**config.mk**
```make
export PLATFORM = sky130hd
export DESIGN_NAME = omsp_spm_query_flat
export DESIGN_NICKNAME = d
export VERILOG_FILES = /design/src/rtl/omsp_spm_query_if.sv /design/src/rtl/omsp_spm_query.sv /design/src/flat_wrapper.sv
export SDC_FILE = /design/constraint.sdc
export NUM_CORES = 1
export LEC_CHECK = 0
export ABC_CLOCK_PERIOD_IN_PS = 1800
export CAP_MARGIN = 30
export CORE_MARGIN = 2
export CORE_UTILIZATION = 42
export CTS_BUF_LIST = sky130_fd_sc_hd__clkbuf_8
export DETAILED_ROUTE_END_ITERATION = 16
export GPL_ROUTABILITY_DRIVEN = 0
export GPL_TIMING_DRIVEN = 0
export PLACE_DENSITY = 0.81
export SETUP_SLACK_MARGIN = 0.4
export SLEW_MARGIN = 30
export SYNTH_ARGS = -nofsm -noshare
export SYNTH_HDL_FRONTEND = slang
export SYNTH_SLANG_ARGS = --single-unit
```
**constraint.sdc**
```tcl
create_clock -name mclk -period 1.8 [get_ports mclk]
set_input_delay 0.54 -clock mclk [delete_from_list [all_inputs] [get_ports mclk]]
set_output_delay 0.54 -clock mclk [all_outputs]
set_load 0.02 [all_outputs]
```
**src/rtl/omsp_spm_query_if.sv**
```systemverilog
// Bundles the omsp_spm_query signals: the execution-unit request/response
// handshake and the SPM-control read port. The slave modport is the view
// of omsp_spm_query itself. The master modport is the view of its
// surroundings (execution unit plus SPM control).
// Optional key stream signals are present only when SPM_QUERY_KEY_STREAM_EN
// is defined.
interface omsp_spm_query_if
`ifdef SPM_QUERY_KEY_STREAM_EN
  #(parameter int unsigned KEY_WORDS = 8)
`endif
;
  logic        req_valid;
  logic        req_ready;
  logic [15:0] req_select;
  logic [15:0] spm_select;
  logic [2:0]  data_request;
  logic        spm_select_valid;
  logic [15:0] requested_data;
  logic        resp_valid;
  logic        resp_ready;
  logic        resp_err;
  logic [15:0] resp_pub_start;
  logic [15:0] resp_pub_end;
  logic [15:0] resp_sec_start;
  logic [15:0] resp_sec_end;
  logic [15:0] resp_id;
`ifdef SPM_QUERY_KEY_STREAM_EN
  // bit 0 is the MSB of key word 0
  logic [0:16*KEY_WORDS-1] key_out;
  logic [15:0]             key_word;
  logic                    key_valid;
  logic                    key_ready;
`endif

  modport slave (
    input  req_valid, req_select, spm_select_valid, requested_data, resp_ready,
`ifdef SPM_QUERY_KEY_STREAM_EN
    input  key_out, key_ready,
    output key_word, key_valid,
`endif
    output req_ready, spm_select, data_request, resp_valid, resp_err,
           resp_pub_start, resp_pub_end, resp_sec_start, resp_sec_end, resp_id
  );

  modport master (
    output req_valid, req_select, spm_select_valid, requested_data, resp_ready,
`ifdef SPM_QUERY_KEY_STREAM_EN
    output key_out, key_ready,
    input  key_word, key_valid,
`endif
    input  req_ready, spm_select, data_request, resp_valid, resp_err,
           resp_pub_start, resp_pub_end, resp_sec_start, resp_sec_end, resp_id
  );
endinterface

```
**src/rtl/omsp_spm_query.sv**
```systemverilog
// Requester side of the SPM array read interface. On a request it latches
// the SPM select address. It checks for a match, walks the layout fields one
// per cycle, and holds a single response until that response is accepted.
// Optional feature macro: SPM_QUERY_KEY_STREAM_EN. When it is defined, the
// 128-bit key of a matched SPM is streamed as 16-bit words before the
// response is presented.
module omsp_spm_query #(
  parameter int unsigned NB_FIELDS = 5
`ifdef SPM_QUERY_KEY_STREAM_EN
  , parameter int unsigned KEY_WORDS = 8
`endif
) (
  input logic             mclk,
  input logic             puc_rst,
  omsp_spm_query_if.slave bus
);

  localparam logic [2:0] LAST_FIELD = 3'(NB_FIELDS);

`ifdef SPM_QUERY_KEY_STREAM_EN
  localparam int unsigned WW = $clog2(KEY_WORDS);
  localparam logic [WW-1:0] LAST_WORD = WW'(KEY_WORDS - 1);
`endif

  typedef enum logic [2:0] {
    S_IDLE,
    S_CHECK,
    S_FETCH,
    S_RESP
`ifdef SPM_QUERY_KEY_STREAM_EN
    , S_KEY
`endif
  } state_t;

  state_t      state_q, state_d;
  logic [15:0] sel_q;
  logic [2:0]  cnt_q;
  logic [15:0] fields_q [1:NB_FIELDS];
  logic        err_q;
  logic        drop_q;
`ifdef SPM_QUERY_KEY_STREAM_EN
  logic [0:16*KEY_WORDS-1] key_q;
  logic [WW-1:0]           wcnt_q;
`endif

  // State register
  always_ff @(posedge mclk) begin
    if (puc_rst) state_q <= S_IDLE;
    else         state_q <= state_d;
  end

  // Next-state decode
  always_comb begin
    state_d = state_q;
    case (state_q)
      S_IDLE:  if (bus.req_valid) state_d = S_CHECK;
      S_CHECK: state_d = bus.spm_select_valid ? S_FETCH : S_RESP;
      S_FETCH: begin
        if (cnt_q == LAST_FIELD) begin
`ifdef SPM_QUERY_KEY_STREAM_EN
          // A SPM that vanished at any point of the fetch yields an error response, so no key is sent.
          state_d = (bus.spm_select_valid && !drop_q) ? S_KEY : S_RESP;
`else
          state_d = S_RESP;
`endif
        end
      end
      S_RESP:  if (bus.resp_ready) state_d = S_IDLE;
`ifdef SPM_QUERY_KEY_STREAM_EN
      S_KEY:   if (bus.key_ready && wcnt_q == LAST_WORD) state_d = S_RESP;
`endif
      default: state_d = S_IDLE;
    endcase
  end

  // Outputs decoded from the registered state
  always_comb begin
    bus.req_ready    = (state_q == S_IDLE);
    bus.resp_valid   = (state_q == S_RESP);
    bus.data_request = (state_q == S_FETCH) ? cnt_q : 3'd0;
`ifdef SPM_QUERY_KEY_STREAM_EN
    bus.key_valid    = (state_q == S_KEY);
    bus.key_word     = (state_q == S_KEY) ? key_q[{wcnt_q, 4'b0000} +: 16] : 16'h0000;
`endif
  end

  // Datapath: select latch, field capture, error tracking, key snapshot
  always_ff @(posedge mclk) begin
    if (puc_rst) begin
      sel_q  <= '0;
      cnt_q  <= '0;
      err_q  <= 1'b0;
      drop_q <= 1'b0;
      for (int unsigned i = 1; i <= NB_FIELDS; i++) fields_q[i] <= '0;
`ifdef SPM_QUERY_KEY_STREAM_EN
      key_q  <= '0;
      wcnt_q <= '0;
`endif
    end else begin
      case (state_q)
        S_IDLE: begin
          if (bus.req_valid) begin
            sel_q  <= bus.req_select;
            err_q  <= 1'b0;
            drop_q <= 1'b0;
          end
        end
        S_CHECK: begin
          for (int unsigned i = 1; i <= NB_FIELDS; i++) fields_q[i] <= '0;
          if (bus.spm_select_valid) cnt_q <= 3'd1;
          else                      err_q <= 1'b1;
        end
        S_FETCH: begin
          fields_q[cnt_q] <= bus.requested_data;
          if (!bus.spm_select_valid) drop_q <= 1'b1;
          if (cnt_q == LAST_FIELD) begin
            cnt_q <= '0;
            err_q <= drop_q | ~bus.spm_select_valid;
`ifdef SPM_QUERY_KEY_STREAM_EN
            key_q  <= bus.key_out;
            wcnt_q <= '0;
`endif
          end else begin
            cnt_q <= cnt_q + 3'd1;
          end
        end
`ifdef SPM_QUERY_KEY_STREAM_EN
        S_KEY: begin
          if (bus.key_ready) wcnt_q <= (wcnt_q == LAST_WORD) ? '0 : wcnt_q + 1'b1;
        end
`endif
        default: ;
      endcase
    end
  end

  assign bus.spm_select     = sel_q;
  assign bus.resp_err       = err_q;
  assign bus.resp_pub_start = fields_q[1];
  assign bus.resp_pub_end   = fields_q[2];
  assign bus.resp_sec_start = fields_q[3];
  assign bus.resp_sec_end   = fields_q[4];
  assign bus.resp_id        = fields_q[5];

endmodule
```
**src/flat_wrapper.sv**
```systemverilog
// flat-port wrapper written by rule: the top's interface ports become plain ports
module omsp_spm_query_flat 
#(
  parameter int unsigned NB_FIELDS = 5

)
  (mclk, puc_rst, bus_req_valid, bus_req_select, bus_spm_select_valid, bus_requested_data, bus_resp_ready, bus_req_ready, bus_spm_select, bus_data_request, bus_resp_valid, bus_resp_err, bus_resp_pub_start, bus_resp_pub_end, bus_resp_sec_start, bus_resp_sec_end, bus_resp_id);
  omsp_spm_query_if bus_i ();
  input logic mclk;
  input logic puc_rst;
  input wire logic [$bits(bus_i.req_valid)-1:0] bus_req_valid;
  input wire logic [$bits(bus_i.req_select)-1:0] bus_req_select;
  input wire logic [$bits(bus_i.spm_select_valid)-1:0] bus_spm_select_valid;
  input wire logic [$bits(bus_i.requested_data)-1:0] bus_requested_data;
  input wire logic [$bits(bus_i.resp_ready)-1:0] bus_resp_ready;
  output wire logic [$bits(bus_i.req_ready)-1:0] bus_req_ready;
  output wire logic [$bits(bus_i.spm_select)-1:0] bus_spm_select;
  output wire logic [$bits(bus_i.data_request)-1:0] bus_data_request;
  output wire logic [$bits(bus_i.resp_valid)-1:0] bus_resp_valid;
  output wire logic [$bits(bus_i.resp_err)-1:0] bus_resp_err;
  output wire logic [$bits(bus_i.resp_pub_start)-1:0] bus_resp_pub_start;
  output wire logic [$bits(bus_i.resp_pub_end)-1:0] bus_resp_pub_end;
  output wire logic [$bits(bus_i.resp_sec_start)-1:0] bus_resp_sec_start;
  output wire logic [$bits(bus_i.resp_sec_end)-1:0] bus_resp_sec_end;
  output wire logic [$bits(bus_i.resp_id)-1:0] bus_resp_id;
  assign bus_i.req_valid = bus_req_valid;
  assign bus_i.req_select = bus_req_select;
  assign bus_i.spm_select_valid = bus_spm_select_valid;
  assign bus_i.requested_data = bus_requested_data;
  assign bus_i.resp_ready = bus_resp_ready;
  assign bus_req_ready = bus_i.req_ready;
  assign bus_spm_select = bus_i.spm_select;
  assign bus_data_request = bus_i.data_request;
  assign bus_resp_valid = bus_i.resp_valid;
  assign bus_resp_err = bus_i.resp_err;
  assign bus_resp_pub_start = bus_i.resp_pub_start;
  assign bus_resp_pub_end = bus_i.resp_pub_end;
  assign bus_resp_sec_start = bus_i.resp_sec_start;
  assign bus_resp_sec_end = bus_i.resp_sec_end;
  assign bus_resp_id = bus_i.resp_id;
  omsp_spm_query #(.NB_FIELDS(NB_FIELDS)) u_core (.mclk(mclk), .puc_rst(puc_rst), .bus(bus_i));
endmodule
```
==> results of run 1 <==
[power groups by stage]
stage                     Sequential, uW  Clock, uW  Combinational (uW)
after global routing                3460       1440                3950
after global placement              3340          0                2530
after floorplan                     3900          0                 824
after CTS                           3330       1340                2880
after detailed placement            3360          0                2600
final                               3420       1340                3740
[synthesized netlist by cell type]
master	number
and2_1	83
edfxtp_1	80
nand2_1	34
dfxtp_1	23
a21oi_1	21
nor2_1	7
buf_2	6
nand2b_1	6
ha_1	5
inv_1	5
clkbuf_1	4
buf_4	2
buf_6	2
mux2i_1	2
nor2b_1	2
nor3_1	2
nor3_2	2
a21boi_0	1
a21oi_2	1
a221oi_1	1
a221oi_4	1
a22oi_1	1
a2bb2oi_1	1
a311o_1	1
and4b_1	1
inv_2	1
nand2_2	1
nand2b_4	1
nand3_1	1
nand3b_1	1
nand3b_2	1
nor3_4	1
nor4_4	1
nor4b_4	1
o21ai_0	1
o21ba_1	1
o22ai_1	1
[final timing paths]
path | start | end | depth (start not counted)
worst max register to register | u_core.state_q[0]$_SDFFE_PP0P_ | u_core.fields_q[2][14]$_SDFFCE_PN0P_ | 11
worst min-delay path | u_core.bus.spm_select[9]$_SDFFE_PP0P_ | u_core.bus.spm_select[9]$_SDFFE_PP0P_ | 2
worst max-delay path | u_core.state_q[0]$_SDFFE_PP0P_ | bus_data_request[0] | 5
worst min register to register | u_core.bus.spm_select[9]$_SDFFE_PP0P_ | u_core.bus.spm_select[9]$_SDFFE_PP0P_ | 2
[through the flow]
step	instances	setup slack, ns	total power (uW)	util
after floorplan	306	0.219	4720	-
after global placement	577	-0.600	5870	0.596
after detailed placement	577	-0.630	5960	0.596
after CTS	628	-0.0348	7550	0.656
after global routing	646	-0.0837	8850	0.747
final	646	-0.0495	8510	0.747
[registers in the layout, summed over array words and instances (netlist names)]
name and cells:
u_core.cnt_q 3, u_core.state_q 2, u_core.drop_q 1, u_core.bus.resp_err 1, u_core.bus.spm_select 16, u_core.fields_q 80
[cell families after synthesis]
group	share of synthesized area
DFF	0.694
muxes	0.00486
and+or+nand+nor	0.211
buffers and inverters	0.0255
adders and majority gates	0.0152
AOI/OAI and AO/OA	0.0495
[layout make-up]
type | instances | area share
Sequential cell | 103 | 0.401
Timing Repair Buffer | 188 | 0.293
Multi-Input combinational cell | 186 | 0.234
Tap cell | 133 | 0.0231
Buffer | 14 | 0.0217
Clock buffer | 9 | 0.0172
Clock inverter | 7 | 0.00695
Inverter | 6 | 0.00313
[worst max-delay path, stage by stage, from the launching register on]
cell and delay [ns]:
dfxtp_2 0.35, inv_2 0.05, ha_4 0.16, buf_6 0.12
and2_4 0.14, buf_6 0.13
[routing by layer]
metal	GRT usage	vias to the layer above
met3	0.0644	17
met4	0.0617	0
li1	-	1458
met2	0.388	150
met1	0.245	1532
met5	0	-
[repair_timing]
action | in CTS | in global routing
cloned | 6 | 3
buffers inserted | 29 | 15
gates resized for setup | 609 | 221
endpoints found under the setup margin | 285 | 282
hold endpoints to repair | 0 | 0
pin swaps | 21 | 23
==> results.py, run 1 <==
metrics = {
    "worst_hold_path": {
        "hp-class": "register to register",
    },
    "route": {
        "wl_met1_um": 4680,
        "drtAntennaViolNets": 0,
        "vias_per_cell": 4.89,
        "highest_layer": "met4",
        "drc_errors": 0,
        "drtPass1Iterations": 4,
        "route.met3.wl_um": 921,
        "met2_length_um": 6820,
        "avgRoutedWirePerCell_um": 19.6,
        "wl_um": 12600,
        "vias": 3157,
        "first_iter_violations": 93,
    },
    "sta": {
        "worst_hold_slack_ns": 0.471,
        "slew_viol_final": 0,
        "max_slew.worst_pin.slew_ns": 0.346,
        "finalHoldViolations": 0,
        "fin_crit_sh": 1.03,
        "setup_violations": 4,
        "fmax_mhz": 541,
        "slew_headroom": 0.768,
        "final.setup_skew_ns": 0.0114,
        "setup_slack_ns": -0.0495,
        "fin_crit_ns": 1.85,
        "fin_setup_tns_ns": -0.122,
        "rsz0062_at_grt": "yes",
    },
    "layout": {
        "register_area_sq_mm": 0.00289,
        "syn_to_final_growth_pct": 74.7,
        "diodes": 0,
        "nets": 550,
        "drive_above_1_share": 0.653,
        "multi_input_area_sq_mm": 0.00169,
        "layout_common_cells": "buf_6 (136), and2_4 (81), edfxtp_1 (80)",
        "n_fill_cell": 627,
        "layout_commonest_cell": "buf_6",
        "fin_area_sq_mm": 0.00720,
    },
    "worst_setup_path": {
        "criticalPathCategory": "register to output pin",
        "worstSetupEndpointType": "output pin",
        "crit_arrival_ns": 1.31,
        "worstPathRequired_ns": 1.26,
        "crit_path_max_fanout": 3,
        "crit_path_start_kind": "register",
        "r2r_slack_ns": 0,
    },
    "clock_tree": {
        "cts_buffers": 9,
        "clk_latency_ns": 0.35,
        "cts_hold_buf": 0,
        "path_clk_slew_ns": 0.10,
        "h-tree-depth": 3,
        "cts_root_buf": "clkbuf_8",
        "numClockSinks": 103,
        "cts_buffer_depth": 2,
        "cts_tree": "done",
    },
    "placed_design": {
        "hpwl_um": 7070,
        "io_buffers": 138,
        "placed_area_sq_mm": 0.00574,
    },
    "grt": {
        "track_usage": 0.214,
        "grt_antenna_before_repair": 0,
        "grt_pass1_wl_um": 16600,
        "first_global_vias": 3052,
        "grt_overflow": 0,
        "grt_max_degree": 18,
    },
    "floorplanning": {
        "dieArea_sq_mm": 0.0106,
        "rows": 36,
        "start_util": 0.428,
        "die_h_um": 103,
        "num_io_pins": 139,
        "core_area_sq_mm": 0.00964,
        "die_x_um": 103,
    },
    "synthesis": {
        "syn_area_sq_mm": 0.00412,
        "yosysUniqueCellTypes": 37,
        "yosys_warnings": 0,
        "synth_nets": 348,
        "yosysTopAreaCellShare": 0.583,
        "synth.largest_area_cell": "edfxtp_1",
        "synth_area_leaders": "edfxtp_1 (58%), and2_1 (13%), dfxtp_1 (11%)",
        "ys_seq_area_frac": 0.694,
        "synth_seq_cells": 103,
        "avgSynthCellArea_sq_um": 13.5,
        "postSynthCellCount": 306,
    },
    "power_and_ir_drop": {
        "p_leak_uw": 0.00301,
        "switchingPower_uw": 3000,
        "clockPowerShare": 0.158,
        "power.density_mw_per_mm2": 1180,
        "combPwrFrac": 0.440,
        "intPower_uw": 5520,
        "peakVddDrop_mv": 0.779,
        "p_sw_frac": 0.352,
        "pwr-share-seq": 0.402,
    },
    "outcome": {
        "violations": "setup timing",
        "status": "finished, violations left",
    },
    "flow_run": {
        "cap_violations": 0,
    },
}
(Power assumes the default switching activity.)
==> inputs of run 2 (changes only) <==
--- a/config.mk
+++ b/config.mk
@@ -10,6 +10,7 @@
 export CORE_MARGIN = 2
 export CORE_UTILIZATION = 42
 export CTS_BUF_LIST = sky130_fd_sc_hd__clkbuf_8
+export CTS_CLUSTER_SIZE = 10
 export DETAILED_ROUTE_END_ITERATION = 16
 export GPL_ROUTABILITY_DRIVEN = 0
 export GPL_TIMING_DRIVEN = 0
==> results of run 2 <==
Same layout as run 1: the final DEF is identical, and so are final timing and power.
